==> src/rtl/wb_stage.sv <==
// wb_stage: writeback pipeline register with load alignment, GPR/HI-LO writes and debug trace
module wb_stage #(
  parameter logic [31:0] RESET_PC = 32'hBFC0_0000
) (
  input  logic        clk,
  input  logic        rst,
  input  logic        stallM,
  input  logic        flushW,
  input  logic        MemtoRegW_in,
  input  logic        RegWriteW_in,
  input  logic        HI_LO_write_enableW_in,
  input  logic [63:0] HI_LO_dataW_in,
  input  logic [31:0] ALUoutW_in,
  input  logic [31:0] Memdata_in,
  input  logic [6:0]  WriteRegisterW_in,
  input  logic [2:0]  MemReadTypeW_in,
  input  logic [3:0]  exceptionW_in,
  input  logic [31:0] PCW_in,
  output logic        reg_we,
  output logic [6:0]  reg_waddr,
  output logic [31:0] reg_wdata,
  output logic [31:0] hi,
  output logic [31:0] lo,
  output logic        valid_W,
  output logic [31:0] pc_W,
  output logic [31:0] debug_wb_pc,
  output logic [3:0]  debug_wb_rf_wen,
  output logic [4:0]  debug_wb_rf_wnum,
  output logic [31:0] debug_wb_rf_wdata
);
  logic        valid_q;
  logic        mem_to_reg_q;
  logic        reg_write_q;
  logic        hilo_we_q;
  logic [63:0] hilo_data_q;
  logic [31:0] alu_out_q;
  logic [31:0] mem_data_q;
  logic [6:0]  waddr_q;
  logic [2:0]  rtype_q;
  logic [3:0]  exc_q;
  logic [31:0] pc_q;
  logic [31:0] hi_q;
  logic [31:0] lo_q;
  logic        commit;
  logic        sext;
  logic [7:0]  byte_sel;
  logic [15:0] half_sel;
  logic [31:0] aligned;
  always_ff @(posedge clk) begin
    if (rst) begin
      valid_q      <= 1'b0;
      mem_to_reg_q <= 1'b0;
      reg_write_q  <= 1'b0;
      hilo_we_q    <= 1'b0;
      hilo_data_q  <= '0;
      alu_out_q    <= '0;
      mem_data_q   <= '0;
      waddr_q      <= '0;
      rtype_q      <= '0;
      exc_q        <= '0;
      pc_q         <= RESET_PC;
    end else if (flushW || stallM) begin
      valid_q <= 1'b0;
    end else begin
      valid_q      <= 1'b1;
      mem_to_reg_q <= MemtoRegW_in;
      reg_write_q  <= RegWriteW_in;
      hilo_we_q    <= HI_LO_write_enableW_in;
      hilo_data_q  <= HI_LO_dataW_in;
      alu_out_q    <= ALUoutW_in;
      mem_data_q   <= Memdata_in;
      waddr_q      <= WriteRegisterW_in;
      rtype_q      <= MemReadTypeW_in;
      exc_q        <= exceptionW_in;
      pc_q         <= PCW_in;
    end
  end
  always_ff @(posedge clk) begin
    if (rst) begin
      hi_q <= '0;
      lo_q <= '0;
    end else if (commit && hilo_we_q) begin
      hi_q <= hilo_data_q[63:32];
      lo_q <= hilo_data_q[31:0];
    end
  end
  always_comb begin
    commit   = valid_q && (exc_q == 4'h0);
    sext     = !rtype_q[2];
    byte_sel = mem_data_q[{alu_out_q[1:0], 3'b000} +: 8];
    half_sel = alu_out_q[1] ? mem_data_q[31:16] : mem_data_q[15:0];
    aligned  = rtype_q[1:0] == 2'b00 ? {{24{sext & byte_sel[7]}}, byte_sel} :
               rtype_q[1:0] == 2'b01 ? {{16{sext & half_sel[15]}}, half_sel} : mem_data_q;
  end
  assign reg_we            = commit && reg_write_q && (waddr_q != 7'd0);
  assign reg_waddr         = waddr_q;
  assign reg_wdata         = mem_to_reg_q ? aligned : alu_out_q;
  assign hi                = hi_q;
  assign lo                = lo_q;
  assign valid_W           = valid_q;
  assign pc_W              = pc_q;
  assign debug_wb_pc       = pc_q;
  assign debug_wb_rf_wen   = {4{reg_we && (waddr_q[6:5] == 2'b00)}};
  assign debug_wb_rf_wnum  = waddr_q[4:0];
  assign debug_wb_rf_wdata = reg_wdata;
endmodule

==> config.mk <==
export PLATFORM = sky130hd
export DESIGN_NAME = wb_stage
export DESIGN_NICKNAME = d
export VERILOG_FILES = /design/src/rtl/wb_stage.sv
export SDC_FILE = /design/constraint.sdc
export NUM_CORES = 1
export LEC_CHECK = 0
export ABC_AREA = 1
export ABC_CLOCK_PERIOD_IN_PS = 1300
export BUFFER_PORTS_ARGS = -buffer_cell sky130_fd_sc_hd__buf_2
export CAP_MARGIN = 0
export CORE_MARGIN = 2
export CORE_UTILIZATION = 44
export DETAILED_ROUTE_END_ITERATION = 10
export PLACE_DENSITY_LB_ADDON = 0.05
export SLEW_MARGIN = 15
export SYNTH_ARGS = -nofsm -noshare
export SYNTH_HDL_FRONTEND = slang
export SYNTH_SLANG_ARGS = --single-unit
==> constraint.sdc <==
create_clock -name clk -period 1.3 [get_ports clk]
set_input_delay 0.065 -clock clk [delete_from_list [all_inputs] [get_ports clk]]
set_output_delay 0.065 -clock clk [all_outputs]
set_load 0.03 [all_outputs]
Word-level counts from Yosys, hierarchy flattened
Cells that the tools add are included.

storage, ports and cells
  flip-flop bits (word level) = 242
  input port bits = 181
  output and inout port bits = 210
  word-level logic and storage cells = 33

cells by class
  equal/unequal tests = 1
  shift-type cells = 1
  mux-type cells = 5
  bitwise gates (word level) = 2
  reductions and logical operators = 11

operators by type and width
  operator                                                                number
  32-bit two-way mux                                                      3
  32-bit by 6-bit indexed part select with 8-bit output                   1
  16-bit two-way mux                                                      1
  7-bit nonzero test                                                      1
  1-bit logical AND                                                       5
  2-bit logical NOT                                                       2
  4-bit logical NOT                                                       1
  1-bit bitwise AND                                                       2
  2-bit by 1-bit equality test with 1-bit output (second input constant)  1
  1-bit logical NOT                                                       1
  1-bit logical OR                                                        1
  1-bit two-way mux                                                       1

Depth between registers and ports, before layout
Gate-level depths: netlist (run 1).

  depth after elaboration = 5
  depth in mapped cells = 12
  gate-level depth less buffers = 9

Worst setup path before layout (run 1)
No wires, ideal clock.

  path type = reg-to-output
  start point = register valid_q (netlist: valid_W)
  end point = output debug_wb_rf_wen[1]
  arrival = 1927 ps
  required time = 1235 ps
  setup slack = -692 ps
  cell stages (with the launch flop) = 6
  path buffers = 1
  path through = dfxtp_1 -> inv_1 -> nor2_1 -> nand4_1 -> nor3_1 -> buf_4

on the way
  longest elaborated chain between the ends = 4

ends and longest elaborated chain
  what                             line  source
  start, declared                  31    logic valid_q;
  start signal, assigned           51    valid_q <= 1'b0;
  start signal, assigned           63    valid_q <= 1'b0;
  start signal, assigned           65    valid_q <= 1'b1;
  1-bit logical AND                88    commit = valid_q && (exc_q == 4'h0);
  1-bit logical AND (2 in series)  95    assign reg_we = commit && reg_write_q && (waddr_q != 7'd0);
  1-bit logical AND                103   assign debug_wb_rf_wen = {4{reg_we && (waddr_q[6:5] == 2'b00)}};
  end, declared                    27    output logic [3:0] debug_wb_rf_wen,

Every way passes these cells.

Worst setup path after layout (run 1)
  start point = register rtype_q[0]
  end point = output reg_wdata[30]

on the way
  longest elaborated chain between the ends = 4
  elaborated cells between the ends (all ways) = 5
  classes of those cells = eq/ne (1); mux (3); reduce/logical (1)

ends and longest elaborated chain
  what                                            line  source
  start, declared                                 39    logic [2:0] rtype_q;
  start signal, assigned                          73    rtype_q <= MemReadTypeW_in;
  2-bit by 1-bit equality test with 1-bit output  93    rtype_q[1:0] == 2'b01 ? {{16{sext & half_sel[15]}}, half_sel} : mem_data_q;
  32-bit two-way mux                              93
  32-bit two-way mux *                            92    aligned = rtype_q[1:0] == 2'b00 ? {{24{sext & byte_sel[7]}}, byte_sel} :
  32-bit two-way mux *                            97    assign reg_wdata = mem_to_reg_q ? aligned : alu_out_q;
  end, declared                                   21    output logic [31:0] reg_wdata,

Every way passes the cells marked *; elsewhere a longest branch is shown, timed or not.

==> summary.md, run 1 <==
| Metric | Value |
|---|---|
| Total congestion overflow | 0 |
| GRT met2 Usage | 0.4954 |
| Worst-case clock skew | 0.02149 ns |
| Via-per-instance ratio | roughly 5 |
| Number of CTS-inserted buffers | 27 |
| Setup violation total in the final timing report | 133 |
| Placed instance area | 0.01252 sq mm |
| Placer's final routability congestion estimate | between 0.8 and 0.9 |
| Synthesized instance count | ~1400 |
| DR vias | roughly 11000 |
| Insertion delay of the later-clocked pin in the worst-skew pair | 0.55 ns |
| Port buffer count | 390 |
| Number of placement rows | 55 |
| Crit Path Category | reg2out |
| Crit path max fanout | 8 |
| Proportion of power drawn by flip-flops and latches | 0.395 |
| Number of primary I/O pins | between 300 and 400 |
| Share of async-settable or async-resettable flops after synthesis | 0 |
| Type of origin of the critical path | register |
| Starting utilization of the core area | 0.4471 |
| Relative contribution of the clock network to total power | 0.397 |
| Most frequent cells after synthesis | sky130_fd_sc_hd__nor2_1, sky130_fd_sc_hd__dfxtp_1, sky130_fd_sc_hd__o21ai_0 |
| Timing startpoint of the critical path | rtype_q[0] |
| Switching power | between 5000 and 6000 uW |
| Placed cell count | between 1500 and 2000 |
| Slack of the critical path | -0.6876 ns |
| Setup repair after global routing missed its margin | true |
| Yosys warns | 0 |
| First DRT Iteration DRCs | roughly 620 |
| Kind of end point of the critical path | output port |
| Result of the run | complete, but fails checks |
| Flip-flop and latch count after synthesis | between 200 and 250 |
| Via count of the first global-routing pass | between 10000 and 15000 |
| Placeable core area | 0.02264 sq mm |
| Final instance area | 0.01686 sq mm |
| Pre-antenna DRT Iters | 5 |
| Deepest level of the CTS H-tree | 1 |
| Full die area | 0.02424 sq mm |
| Commonest register cell after synthesis | sky130_fd_sc_hd__dfxtp_1 |
| P_int | 14650 uW |
| Minimum period implied by the final worst setup slack | 1.988 ns |
| Maximum number of pins on one net before global-route repair | 65 |
| Share of post-route cells with drive strength above 1 | 0.3839 |
| Clock buffer depth | 3 |
| Worst path arrival time | roughly 1.9 ns |
| Reg clk slew, reported paths | 0.06 ns |
| VDD IR max | ~1.1 mV |
| Seq. cell area | 0.004862 sq mm |
| Hold violation total from the final report | 0 |
| Leakage component of the power | 0.007904 uW |
| Max-slew headroom | 0.6872 |
| Die Width | 155.7 microns |
| Final max-slew violation count | 0 |
| Mapped Avg Cell Area | 7.099 sq um |
| Register area share after synthesis | 0.4786 |
| Sum of routed wire length over all layers | 36860 microns |
| Dominant cells by area after synthesis | sky130_fd_sc_hd__dfxtp_1, sky130_fd_sc_hd__nor2_1, sky130_fd_sc_hd__o21ai_0 |
| Routed len/inst | 16.38 microns |
| DIE HEIGHT | 155.7 microns |
| Top Usage Layer GRT | met2 |
| Violated checks | setup timing |
| Part of the power in combinational logic | 0.208 |
| Maximum operating frequency | 503.1 MHz |
| Number of design rule violations left after detail routing | 0 |
| Met3 track demand over resource | 0.05528 |
| Max cap viols | 0 |
| Post-synth design cell area | between 0.01 and 0.015 sq mm |
| Area of the multi-input gates | 0.005161 sq mm |
| Clk sinks | 242 |
| Switching share of total power | 0.2868 |
| Root Buffer | sky130_fd_sc_hd__clkbuf_16 |
| Power density over the cells | 1218 mW/mm^2 |
| Min-Delay Startpoint | flushW |
| Antenna violations before repair | 1 |
| Worst slack, placed | -0.2197 ns |
| CTS tree | yes |
| Leading cell type by number of instances after synthesis | sky130_fd_sc_hd__nor2_1 |
| Actual slew at the worst max-slew pin | 0.4692 ns |
| NumNets Final | 2125 |
| Post-synthesis net count | 1607 |
| EDFF count, synth | 0 |
| Startpoint of the worst register-to-register path | valid_W |
| Global-route wire length before repair | 54560 microns |
| Leading area contributor after synthesis | sky130_fd_sc_hd__dfxtp_1 |
| WP data required | 1.24 ns |
| Area added between synthesis and finish | 66.56% |
| Number of different library cells in the post-synthesis netlist | 24 |
| Hold WS | 0.08285 ns |
| Antenna violation net count after detailed routing | 0 |
| Fill cell instance count of the final layout | about 1700 |
| Final worst path period share | 1.529 |
| Post-Layout Cell Count | 2250 |
| Detail Placement HPWL | between 20000 and 25000 microns |
| Met1 Use GR | 0.3333 |
| Yosys top cell area share | 0.4786 |
| GRT Total Usage | 0.2790 |
| Worst hold path type | in2reg |
## sequential cells by signal, indices dropped and copies added, names as in the netlist, 3 cells and up
name         cells
reg_waddr        7
mem_data_q      32
alu_out_q       32
hi              32
lo              32
exc_q            4
rtype_q          3
debug_wb_pc     32
hilo_data_q     64
## worst max-delay path, cell delays in order (launching register included)
cell and delay [ns]:
sky130_fd_sc_hd__dfxtp_4 0.38, sky130_fd_sc_hd__inv_4 0.04, sky130_fd_sc_hd__nor2_4 0.14, sky130_fd_sc_hd__clkbuf_16 0.18
sky130_fd_sc_hd__nand3_4 0.13, sky130_fd_sc_hd__nand2_2 0.10, sky130_fd_sc_hd__inv_1 0.04, sky130_fd_sc_hd__nand2_1 0.07
sky130_fd_sc_hd__nand2_1 0.10, sky130_fd_sc_hd__nand2_4 0.09, sky130_fd_sc_hd__buf_6 0.13
## placed cells by master, fill, tap and decap left out, types with 2 or more instances in the layout
cell / n
sky130_fd_sc_hd__nor2_1: 400
sky130_fd_sc_hd__buf_2: 321
sky130_fd_sc_hd__dfxtp_1: 236
sky130_fd_sc_hd__dlygate4sd3_1: 178
sky130_fd_sc_hd__o21ai_0: 168
sky130_fd_sc_hd__nand2_1: 130
sky130_fd_sc_hd__buf_6: 76
sky130_fd_sc_hd__o21ai_2: 62
sky130_fd_sc_hd__buf_4: 46
sky130_fd_sc_hd__nand2_2: 33
sky130_fd_sc_hd__nand3_1: 32
sky130_fd_sc_hd__clkbuf_16: 32
sky130_fd_sc_hd__inv_1: 28
sky130_fd_sc_hd__a21oi_1: 25
sky130_fd_sc_hd__buf_12: 25
sky130_fd_sc_hd__nand2_4: 24
sky130_fd_sc_hd__nor2_4: 24
sky130_fd_sc_hd__nor2_2: 23
sky130_fd_sc_hd__nand3_2: 18
sky130_fd_sc_hd__inv_2: 11
sky130_fd_sc_hd__nand3_4: 7
sky130_fd_sc_hd__o21ai_4: 7
sky130_fd_sc_hd__clkinv_2: 7
sky130_fd_sc_hd__a21oi_2: 6
sky130_fd_sc_hd__clkbuf_1: 5
sky130_fd_sc_hd__bufinv_16: 5
sky130_fd_sc_hd__inv_6: 4
sky130_fd_sc_hd__o211ai_1: 4
sky130_fd_sc_hd__dfxtp_4: 4
sky130_fd_sc_hd__clkbuf_8: 3
sky130_fd_sc_hd__buf_16: 3
sky130_fd_sc_hd__inv_4: 2
sky130_fd_sc_hd__nand4_1: 2
sky130_fd_sc_hd__dfxtp_2: 2
## kinds of logic (layout without fill, tap and decap cells)
group	Yosys count	count (layout)	synth area share
simple gates	695	697	0.2699
compound gates	274	274	0.1364
buf+inv	215	751	0.1151
flops	242	242	0.4786
other cells	0	1	0
## per-layer routing
metal,vias up,wire length [microns]
li1,5529,-
met1,5169,14620
met2,405,18710
met3,85,2231
met4,0,1304
met5,-,0
## worst paths after layout
check / endpoint / slack [ns] / cells past startpoint
max: reg_wdata[30] / -0.69 / 10
min: debug_wb_pc[29] / 0.08 / 5
max reg2reg: hi[10] / -0.11 / 9
min reg2reg: debug_wb_pc[27] / 0.47 / 2
## layout make-up
| type | instances | area share |
|---|---|---|
| multi-input combinational | 971 | 0.3061 |
| sequential | 242 | 0.2884 |
| antenna | 1 | 0.0001484 |
| clock buffer | 35 | 0.04363 |
| tap | 285 | 0.02115 |
| inverter | 46 | 0.01261 |
| timing repair inverter | 1 | 0.0002226 |
| timing repair buffer | 655 | 0.3151 |
| clock inverter | 14 | 0.01269 |
## power by group through the flow
stage | logic (uW) | registers (uW) | clock network (uW)
global placement | 3150 | 8200 | 0
finish | 4270 | 8110 | 8160
global route | 4550 | 8150 | 8590
floorplan | 2190 | 8350 | 0
CTS | 4000 | 8070 | 8260
detailed placement | 3160 | 8200 | 0
## per-stage QoR
step           utilization  TNS, ns  power [uW]
2_1_floorplan            -   -3.346       10540
3_3_place_gp        0.5531   -9.401       11350
3_5_place_dp        0.5531   -10.90       11370
4_1_cts             0.7181   -59.91       20330
5_1_grt             0.7447   -58.68       21300
6_report            0.7447   -47.55       20540
## repair_timing
item | in CTS | in global routing
resized for setup | 237 | 180
hold endpoints to repair | 178 | 0
gates cloned | 9 | 5
setup endpoints to repair | 92 | 133
setup buffers | 22 | 8
pin swaps | 33 | 32
hold buffers | 178 | 0
Power figures use the tool's default switching activity.
==> run 2, diff against run 1 <==
- BUFFER_PORTS_ARGS: -buffer_cell sky130_fd_sc_hd__buf_2 -> -buffer_cell sky130_fd_sc_hd__clkbuf_2
==> run 2 against run 1 <==
Net effect: the run still ends with setup timing left; non-clock buffer count rose by 2; power down 1.4%; register-to-register slack got worse by 0.12 ns; hold slack better by 0.015 ns; combinational power up 5.9%; clock power shrank 7.0%; global-route usage up 2.1 points; cell count is essentially flat.
==> summary.md, run 2 (synthesized netlist as in run 1, its figures left out) <==
| Metric | Value |
|---|---|
| Result of the run | complete, but fails checks |
| Violated checks | setup timing |
| Most used cells in the layout excluding fill and tap cells | sky130_fd_sc_hd__nor2_1, sky130_fd_sc_hd__clkbuf_2, sky130_fd_sc_hd__dfxtp_1 |
| Slack of the critical path | -0.7416 ns (-0.05407 ns) |
| Port buffer count | 390 (unchanged) |
| Crit path max fanout | 8 (unchanged) |
| Sum of routed wire length over all layers | 39440 microns (+7.0%) |
| Power density over the cells | 1158 mW/mm^2 (-4.9%) |
| Switching share of total power | 0.2939 (+0.007170) |
| CTS tree | yes |
| Detail Placement HPWL | 22130 microns (-0.34%) |
| Final max-slew violation count | 0 (unchanged) |
| Proportion of power drawn by flip-flops and latches | 0.402 (+0.007) |
| Number of primary I/O pins | 391 (unchanged) |
| Worst hold path type | in2reg |
| Pre-antenna DRT Iters | 7 (+2) |
| Minimum period implied by the final worst setup slack | 2.042 ns (+0.05407 ns) |
| Full die area | 0.02424 sq mm (unchanged) |
| Share of post-route cells with drive strength above 1 | 0.3966 (+0.01273) |
| Clk sinks | 242 (unchanged) |
| Reg clk slew, reported paths | 0.06 ns (about the same) |
| Root Buffer | sky130_fd_sc_hd__clkbuf_16 |
| Via count of the first global-routing pass | 11530 (+8.6%) |
| VDD IR max | 1.122 mV (+3.3%) |
| Hold violation total from the final report | 0 (unchanged) |
| Leakage component of the power | 0.008073 uW (+2.1%) |
| NumNets Final | 2127 (+0.094%) |
| Number of design rule violations left after detail routing | 0 (unchanged) |
| Number of CTS-inserted buffers | 26 (-3.7%) |
| Via-per-instance ratio | 5.157 (+3.7%) |
| Global-route wire length before repair | 58930 microns (+8.0%) |
| First DRT Iteration DRCs | 758 (+23%) |
| Antenna violations before repair | 1 (unchanged) |
| Switching power | 5951 uW (+1.0%) |
| Post-Layout Cell Count | 2251 (+0.044%) |
| Type of origin of the critical path | register |
| Part of the power in combinational logic | 0.223 (+0.015) |
| Setup repair after global routing missed its margin | true |
| Starting utilization of the core area | 0.4471 (unchanged) |
| WP data required | 1.24 ns (about the same) |
| Number of flip-flops in the largest register | 64 (unchanged) |
| Placed cell count | 1991 (+0.050%) |
| Placer's final routability congestion estimate | 0.8792 (+5.7%) |
| Final worst path period share | 1.570 (+0.04159) |
| Die Width | 155.7 microns (unchanged) |
| Actual slew at the worst max-slew pin | 0.3191 ns (-0.1502 ns) |
| Max-slew headroom | 0.7850 (+0.09785) |
| DR vias | 11610 (+3.8%) |
| Setup violation total in the final timing report | 133 (unchanged) |
| Antenna violation net count after detailed routing | 0 (unchanged) |
| Area added between synthesis and finish | 72.67% |
| Total congestion overflow | 0 (unchanged) |
| Maximum operating frequency | 489.8 MHz (-2.6%) |
| Kind of end point of the critical path | output port |
| Number of placement rows | 55 (unchanged) |
| Maximum number of pins on one net before global-route repair | 63 (-3.1%) |
| Routed len/inst | 17.52 microns (+6.9%) |
| Insertion delay of the later-clocked pin in the worst-skew pair | 0.53 ns (-0.02 ns) |
| Largest reg by FF count | hilo_data_q |
| Max cap viols | 0 (unchanged) |
| Worst path arrival time | 1.98 ns (+0.06 ns) |
| GRT Total Usage | 0.3002 (+0.02112) |
| Most common library cell in the layout ignoring fill and taps | sky130_fd_sc_hd__nor2_1 |
| Worst-case clock skew | 0.009415 ns (-0.01208 ns) |
| DIE HEIGHT | 155.7 microns (unchanged) |
| Deepest level of the CTS H-tree | 1 (unchanged) |
| Placeable core area | 0.02264 sq mm (unchanged) |
| Relative contribution of the clock network to total power | 0.375 (-0.022) |
| Total power after layout | 20250 uW (-1.4%) |
| P_int | 14290 uW (-2.4%) |
| Crit Path Category | reg2out |
| Clock buffer depth | 3 (unchanged) |
run 2: cell types whose count changed in the layout (fill, tap and decap cells not counted), sizes merged:
cell | previous run | this run
clkinv | 9 | 12
clkinvlp | 0 | 1
nand3 | 57 | 56
buf | 472 | 123
diode | 1 | 2
inv | 47 | 44
clkbuf | 40 | 389
nand4 | 3 | 5
bufinv | 5 | 3
run 2: per-layer routing:
layer	part of all wire	routed length, microns	GRT usage
met2	0.51	20190	0.5375
met3	0.061	2423	0.06028
met1	0.39	15270	0.3479
met5	0	0	0
met4	0.039	1554	0.1289
run 2: power groups by stage:
stage	sequential, uW	combinational [uW]	clock [uW]
2_1_floorplan	8350	2190	0
4_1_cts	8080	4200	7680
3_5_place_dp	8210	3180	0
6_report	8130	4520	7590
3_3_place_gp	8200	3160	0
5_1_grt	8170	4800	8020
run 2: path summary, 6_finish.rpt:
| check | end | from | cells past startpoint | slack [ns] |
|---|---|---|---|---|
| setup / recovery | reg_wdata[21] | rtype_q[2] | 8 | -0.74 |
| setup reg to reg | lo[5] | valid_W | 10 | -0.23 |
| hold reg to reg | exc_q[1] | exc_q[1] | 2 | 0.48 |
| hold / removal | debug_wb_pc[2] | flushW | 5 | 0.1 |
run 2: timing repair:
item,CTS,global route
setup endpoints to repair,98,135
pin swaps,38,30
hold endpoints to repair,178,0
hold buffers,178,0
gates resized for setup,287,249
cloned,11,11
setup buffers,10,9
run 2: per-stage QoR:
step	hold WS (ns)	setup slack [ns]	area, sq um	setup TNS (ns)	utilization
final	0.09757	-0.7416	17480	-54.35	0.7721
after global placement	0.2761	-0.1826	12570	-9.523	0.5551
after floorplan	0.1277	-0.1573	10670	-3.346	-
after CTS	0.08438	-0.6904	16550	-49.74	0.7310
after global routing	0.1409	-0.8130	17480	-63.10	0.7720
after detailed placement	0.2848	-0.2054	12570	-10.40	0.5551
run 2: critical path: stages, from the launching register on:
cell and delay [ns]:
sky130_fd_sc_hd__dfxtp_1 0.39, sky130_fd_sc_hd__clkinvlp_4 0.24, sky130_fd_sc_hd__nand3_4 0.21, sky130_fd_sc_hd__nand2_1 0.09, sky130_fd_sc_hd__inv_1 0.11, sky130_fd_sc_hd__nand2_2 0.07
sky130_fd_sc_hd__nand2_2 0.10, sky130_fd_sc_hd__nand2_4 0.06, sky130_fd_sc_hd__clkbuf_8 0.16
run 2: final cells by class:
class	instances	area, sq um
Antenna cell	2	5.005
Clock buffer	33	716.9
Fill cell	1570	5160
Clock inverter	13	158.9
Timing Repair Buffer	657	5688
Tap cell	285	356.6
Sequential cell	242	4866
Timing Repair inverter	1	16.27
Inverter	46	225.2
Multi-Input combinational cell	972	5448
